**config.mk**
```make
export PLATFORM = sky130hd
export DESIGN_NAME = vga_timing_gen_flat
export DESIGN_NICKNAME = d
export VERILOG_FILES = /design/src/rtl/vga_timing_gen_if.sv /design/src/rtl/vga_timing_gen.sv /design/src/flat_wrapper.sv
export SDC_FILE = /design/constraint.sdc
export NUM_CORES = 1
export LEC_CHECK = 0
export BUFFER_PORTS_ARGS = -buffer_cell sky130_fd_sc_hd__buf_4
export CORE_UTILIZATION = 54
export CTS_CLUSTER_SIZE = 28
export DETAILED_ROUTE_END_ITERATION = 8
export HOLD_SLACK_MARGIN = 0.1
export PLACE_DENSITY = 0.84
export SLEW_MARGIN = 20
export SYNTH_ARGS = -nofsm -noshare
export SYNTH_HDL_FRONTEND = slang
export SYNTH_SLANG_ARGS = --single-unit
```
**constraint.sdc**
```tcl
create_clock -name vga_clk -period 4.1 [get_ports vga_clk]
set_clock_uncertainty 0.2 [all_clocks]
set_input_delay 0.41 -clock vga_clk [delete_from_list [all_inputs] [get_ports vga_clk]]
set_output_delay 0.41 -clock vga_clk [all_outputs]
set_load 0.02 [all_outputs]
```
**src/rtl/vga_timing_gen_if.sv**
```systemverilog
// -----------------------------------------------------------------------------
// vga_timing_gen_if
// Bundle of scan-timing signals leaving the VGA timing generator.
//   DrawX[9:0]        current horizontal count
//   DrawY[9:0]        current vertical count
//   blank             1 = visible pixel, 0 = blanking interval
//   hs, vs            active-low syncs, delayed to line up with renderer RGB
//   line_start        1-clock pulse at DrawX==0
//   frame_start       1-clock pulse at DrawX==0, DrawY==0
//   frame_count[15:0] completed-frame counter (zero unless enabled)
// Modports: master = the timing generator, slave = renderers/consumers.
// -----------------------------------------------------------------------------
interface vga_timing_gen_if;
    logic [9:0]  DrawX;
    logic [9:0]  DrawY;
    logic        blank;
    logic        hs;
    logic        vs;
    logic        line_start;
    logic        frame_start;
    logic [15:0] frame_count;

    modport master (
        output DrawX, DrawY, blank, hs, vs, line_start, frame_start, frame_count
    );

    modport slave (
        input DrawX, DrawY, blank, hs, vs, line_start, frame_start, frame_count
    );
endinterface

```
**src/rtl/vga_timing_gen.sv**
```systemverilog
// -----------------------------------------------------------------------------
// vga_timing_gen
// Pixel-timing generator for a 640x480@60 Hz raster (geometry parameterised).
// Drives scan coordinates, the active-video qualifier and delayed sync pulses
// to the sprite/background renderers.
//
// Ports:
//   vga_clk  in   pixel clock (25 MHz nominal)
//   reset    in   asynchronous, active-high reset
//   vga      master modport of vga_timing_gen_if (all timing outputs)
//
// Parameters:
//   H_VISIBLE/H_FP/H_SYNC/H_BP  horizontal geometry in clocks
//   V_VISIBLE/V_FP/V_SYNC/V_BP  vertical geometry in lines
//   SYNC_DELAY                  flop stages on hs/vs, legal range 0..4
//
// Build option:
//   VGA_FRAME_COUNT_EN  when defined, frame_count counts completed frames
//                       (wrapping at 16 bits); otherwise it is tied to zero.
// -----------------------------------------------------------------------------
module vga_timing_gen #(
    parameter int H_VISIBLE  = 640,
    parameter int H_FP       = 16,
    parameter int H_SYNC     = 96,
    parameter int H_BP       = 48,
    parameter int V_VISIBLE  = 480,
    parameter int V_FP       = 10,
    parameter int V_SYNC     = 2,
    parameter int V_BP       = 33,
    parameter int SYNC_DELAY = 1
) (
    input  logic           vga_clk,
    input  logic           reset,
    vga_timing_gen_if.master vga
);

    localparam int H_TOTAL = H_VISIBLE + H_FP + H_SYNC + H_BP;
    localparam int V_TOTAL = V_VISIBLE + V_FP + V_SYNC + V_BP;

    localparam logic [9:0] H_LAST   = 10'(H_TOTAL - 1);
    localparam logic [9:0] V_LAST   = 10'(V_TOTAL - 1);
    localparam logic [9:0] H_ACT    = 10'(H_VISIBLE);
    localparam logic [9:0] V_ACT    = 10'(V_VISIBLE);
    localparam logic [9:0] HS_START = 10'(H_VISIBLE + H_FP);
    localparam logic [9:0] HS_END   = 10'(H_VISIBLE + H_FP + H_SYNC);
    localparam logic [9:0] VS_START = 10'(V_VISIBLE + V_FP);
    localparam logic [9:0] VS_END   = 10'(V_VISIBLE + V_FP + V_SYNC);

    logic [9:0] hc;
    logic [9:0] vc;
    logic       hs_raw;
    logic       vs_raw;
    logic       frame_wrap;

    // Last clock of the last line: both counters wrap together on this edge.
    assign frame_wrap = (hc == H_LAST) && (vc == V_LAST);

    always_ff @(posedge vga_clk or posedge reset) begin
        if (reset) begin
            hc <= '0;
            vc <= '0;
        end else if (hc == H_LAST) begin
            hc <= '0;
            vc <= (vc == V_LAST) ? 10'd0 : vc + 10'd1;
        end else begin
            hc <= hc + 10'd1;
        end
    end

    assign vga.DrawX = hc;
    assign vga.DrawY = vc;

    // Decodes are gated by reset so consumers see a quiet bus while held.
    assign vga.blank       = !reset && (hc < H_ACT) && (vc < V_ACT);
    assign vga.line_start  = !reset && (hc == 10'd0);
    assign vga.frame_start = !reset && (hc == 10'd0) && (vc == 10'd0);

    assign hs_raw = !((hc >= HS_START) && (hc < HS_END));
    assign vs_raw = !((vc >= VS_START) && (vc < VS_END));

    // Sync delay line. Stages reset to the inactive level so that a reset in
    // the middle of a pulse ends it at once instead of draining it out.
    generate
        if (SYNC_DELAY == 0) begin : g_no_delay
            assign vga.hs = hs_raw;
            assign vga.vs = vs_raw;
        end else begin : g_delay
            logic [SYNC_DELAY-1:0] hs_pipe;
            logic [SYNC_DELAY-1:0] vs_pipe;

            always_ff @(posedge vga_clk or posedge reset) begin
                if (reset) begin
                    hs_pipe <= '1;
                    vs_pipe <= '1;
                end else begin
                    hs_pipe[0] <= hs_raw;
                    vs_pipe[0] <= vs_raw;
                    for (int i = 1; i < SYNC_DELAY; i++) begin
                        hs_pipe[i] <= hs_pipe[i-1];
                        vs_pipe[i] <= vs_pipe[i-1];
                    end
                end
            end

            assign vga.hs = hs_pipe[SYNC_DELAY-1];
            assign vga.vs = vs_pipe[SYNC_DELAY-1];
        end
    endgenerate

`ifdef VGA_FRAME_COUNT_EN
    logic [15:0] frame_cnt;

    always_ff @(posedge vga_clk or posedge reset) begin
        if (reset) begin
            frame_cnt <= '0;
        end else if (frame_wrap) begin
            frame_cnt <= frame_cnt + 16'd1;
        end
    end

    assign vga.frame_count = frame_cnt;
`else
    logic unused_wrap;
    assign unused_wrap     = frame_wrap;
    assign vga.frame_count = 16'h0000;
`endif

endmodule
```
**src/flat_wrapper.sv**
```systemverilog
// flat-port wrapper written by rule: the top's interface ports become plain ports
module vga_timing_gen_flat 
#(
    parameter int H_VISIBLE  = 640,
    parameter int H_FP       = 16,
    parameter int H_SYNC     = 96,
    parameter int H_BP       = 48,
    parameter int V_VISIBLE  = 480,
    parameter int V_FP       = 10,
    parameter int V_SYNC     = 2,
    parameter int V_BP       = 33,
    parameter int SYNC_DELAY = 1
)
  (vga_clk, reset, vga_DrawX, vga_DrawY, vga_blank, vga_hs, vga_vs, vga_line_start, vga_frame_start, vga_frame_count);
  vga_timing_gen_if vga_i ();
  input  logic vga_clk;
  input  logic reset;
  output wire logic [$bits(vga_i.DrawX)-1:0] vga_DrawX;
  output wire logic [$bits(vga_i.DrawY)-1:0] vga_DrawY;
  output wire logic [$bits(vga_i.blank)-1:0] vga_blank;
  output wire logic [$bits(vga_i.hs)-1:0] vga_hs;
  output wire logic [$bits(vga_i.vs)-1:0] vga_vs;
  output wire logic [$bits(vga_i.line_start)-1:0] vga_line_start;
  output wire logic [$bits(vga_i.frame_start)-1:0] vga_frame_start;
  output wire logic [$bits(vga_i.frame_count)-1:0] vga_frame_count;
  assign vga_DrawX = vga_i.DrawX;
  assign vga_DrawY = vga_i.DrawY;
  assign vga_blank = vga_i.blank;
  assign vga_hs = vga_i.hs;
  assign vga_vs = vga_i.vs;
  assign vga_line_start = vga_i.line_start;
  assign vga_frame_start = vga_i.frame_start;
  assign vga_frame_count = vga_i.frame_count;
  vga_timing_gen #(.H_VISIBLE(H_VISIBLE), .H_FP(H_FP), .H_SYNC(H_SYNC), .H_BP(H_BP), .V_VISIBLE(V_VISIBLE), .V_FP(V_FP), .V_SYNC(V_SYNC), .V_BP(V_BP), .SYNC_DELAY(SYNC_DELAY)) u_core (.vga_clk(vga_clk), .reset(reset), .vga(vga_i));
endmodule
```
==> impl_results.md <==
* Status: finished, final reports clean
* Final Max Slew Viols at 0
* Worst r2r src: u_core.vga.DrawX[0]$_DFF_PP0_
* Die Span Y at 51.4 um
* Max Clk Rate at 0.401 GHz
* Synth area leader: dfrtp_1
* Average cell area after synthesis at 9.78 um^2
* Post-synth top cells: 20 x dfrtp_1, 16 x buf_4, 11 x nand3_1
* Layout cells sized above 1 at 25.3%
* Critical path cell sequence: dlygate4sd3_1 > buf_4 > nor4_1 > and4b_2 > and4_1 > buf_4
* MaxCap Viol Count at 0
* Final design utilization at 68.1%
* Via count at 1057
* Die area at 0.00265 mm^2
* Mapped Cells at 135
* Final net count at 169
* ANT nets after route at 0
* H-tree depth at 1
* First-pass GRT wire length at 4380 um
* WHS at 0.334 ns
* CP max stage delay at 0.53 ns
* Slowest stage cell, crit path: dlygate4sd3_1
* Post-Synth Adder-Cell Area at 3.79%
* Crit. End Element: primary output
* DR iter-0 viols at 53
* Most frequent cell after synthesis: dfrtp_1
* Synth-to-layout area growth at 16.4%
* Worst setup path class: input pin to primary output
* Hold depth at 1
* Hold Fails Final Rpt at 0
* Ant diodes at 0
* Endpoint of the worst hold path: u_core.vga.DrawY[7]$_DFFE_PP0N_
* CTS tree: built
* Total Power at 0.404 mW
* Post-synth top area share at 37.9%
* Routed WL at 2620 um
* Worst slew pin tran at 0.810 ns
* Total core area at 0.00225 mm^2
* Power Dens Cells at 263 mW/mm^2
* Boundary Pins at 43
* Gr ovfl total at 0
* Startpoint types: input pin
* Clock Path Buffers at 2
* Largest family of logic cells by synthesized area: simple AND/OR/NAND/NOR gates
* Reg2reg path depth at 5
* FF-to-FF End: u_core.vga.DrawY[6]$_DFFE_PP0N_
* Hold Crit Class: flip-flop to flip-flop
* Top Family by Delay on Critical Path: buffers and inverters
* Max IR drop VDD at 165 uV
* Xor/xnor share of the synthesized area at 7.20%
* Sum Neg Setup Slack at 0 ns
* Hold path start: u_core.vga.DrawY[7]$_DFFE_PP0N_
* Clock Pin Slew Worst Setup and Hold Paths at 0.13 ns
* Synth Flop Type: dfrtp_1
* Port buffer count at 26
* Minimum clock period at 2.49 ns
* Post-synth ARST share at 100%
* Die Wd at 51.4 um
* RSZ-0062 raised after global routing: false
* Synth Register Bits at 22
* Post-synth EDFFs at 0
* GP Congestion at 0.890
* Initial antenna violation count at 0
* CP max FO at 3
* Number of global-route vias before repair at 995
* Part of the Yosys area used for sequential elements at 41.9%
* Cell mode on critical path: buf_4
* Vias per std cell at 5.56
* Synth cell types at 38
* Root buf cell: clkbuf_4
* DR DRC count at 0
* GRT Util Overall at 22.6%
* Initial Util at 58.5%
* Syn Std Cell Area at 0.00132 mm^2
* Crit path from: reset
* Synthesis warning total at 0
* TritonRoute pass-1 iters at 4
* Largest net degree at the start of global routing at 23
* Setup Viol. Count Final at 0
* Worst-skew pair later-pin latency at 0.31 ns
* Complex-gate fraction of the synthesized area at 7.20%
* Rel. slew slack at 45.9%
* Post-synthesis mux area share at 0%
* # rows at 17
* DR WL/cell at 13.8 um
* Post-route clock period utilization at 60.8%
* Worst path required time at 3.49 ns
* Leak at 0.748 nW
* HPWL after DPL at 1940 um
* Reg2reg setup slack at 2.00 ns
* Worst Path Buf+Inv at 3
* Clock net sink count at 22
* Simple logic cell fraction of the synthesized area at 27.0%
* Top cells by area, synth: dfrtp_1 38%, buf_4 9.1%, nand3_1 4.2%
* CP arrival at 1.88 ns
* CTS buffer count at 3
==> through the flow <==
step | area, um^2 | cells | setup WS [ns]
floorplan | 1380 | 150 | 2.00
global placement | 1470 | 185 | 2.08
detailed placement | 1470 | 185 | 2.02
CTS | 1540 | 190 | 1.60
global route | 1540 | 190 | 1.58
finish | 1540 | 190 | 1.61
==> worst register-to-register path, stage by stage, from the launching register on <==
cell and delay (ns):
dfrtp_1 0.46, ha_1 0.25, and3_1 0.29, nand3_4 0.14, or4_4 0.52, xnor2_2 0.14
==> cell families after synthesis <==
| family | Yosys count |
|---|---|
| simple gates | 55 |
| flops | 22 |
| compound gates | 15 |
| fa+ha+maj | 4 |
| buf+inv | 28 |
| other cells | 1 |
| xor+xnor | 10 |
==> power by group <==
part / switching [mW] / internal, mW
combinational: 0.0186 / 0.00225
clock: 0.0671 / 0.0988
sequential: 0 / 0.217
total: 0.0857 / 0.318
==> final cells by class <==
type | instances | area (um^2)
fill | 184 | 718
multi-input combinational | 100 | 657
tap | 28 | 35.0
timing repair buffer | 27 | 205
sequential | 22 | 553
clock buffer | 3 | 22.5
clock inverter | 1 | 30.0
inverter | 9 | 33.8
==> how the worst max path moves through the flow <==
stage                                                  to  slack [ns]  depth (start not counted)
after floorplan           u_core.vga.DrawY[6]$_DFFE_PP0N_        2.00                          5
after global placement    u_core.vga.DrawY[6]$_DFFE_PP0N_        2.08                          5
after detailed placement  u_core.vga.DrawY[6]$_DFFE_PP0N_        2.02                          5
after CTS                                 vga_frame_start        1.60                          6
after global routing                      vga_frame_start        1.58                          6
final                                     vga_frame_start        1.61                          6
==> flip-flops by register name (all words and copies together) (netlist names) <==
| name | cells |
|---|---|
| u_core.vga.vs | 1 |
| u_core.vga.DrawX | 10 |
| u_core.vga.DrawY | 10 |
| u_core.vga.hs | 1 |
==> metal layers <==
metal / GRT usage (%) / wire, um / share of wire (%) / up-vias
met5: 0 / 0 / 0 / -
met4: 13.5 / 17 / 0.65 / 0
met3: 3.57 / 152 / 5.8 / 2
met2: 33.1 / 1250 / 48 / 48
met1: 31.3 / 1190 / 46 / 507
li1: - / - / - / 500
==> cell usage in the layout (no fill, tap or decap), types with 2 or more instances in the layout <==
master	synthesis	routed
and3_1	3	3
and4_1	3	3
buf_4	16	26
clkbuf_4	0	3
conb_1	1	16
dfrtp_1	20	20
dfstp_2	2	2
ha_1	4	4
inv_1	9	9
nand2_1	3	3
nand3_1	11	11
nand4_1	5	5
nor2_1	8	8
nor2b_1	3	3
nor3_1	2	2
nor4_1	6	6
o21ai_0	7	7
o31ai_1	3	3
xnor2_1	6	6
xor2_1	3	3
==> timing repair <==
item	CTS	global route
setup buffers	0	0
gates resized for setup	0	0
endpoints found under the hold margin	20	0
hold buffers	1	0
(Power assumes the default switching activity.)
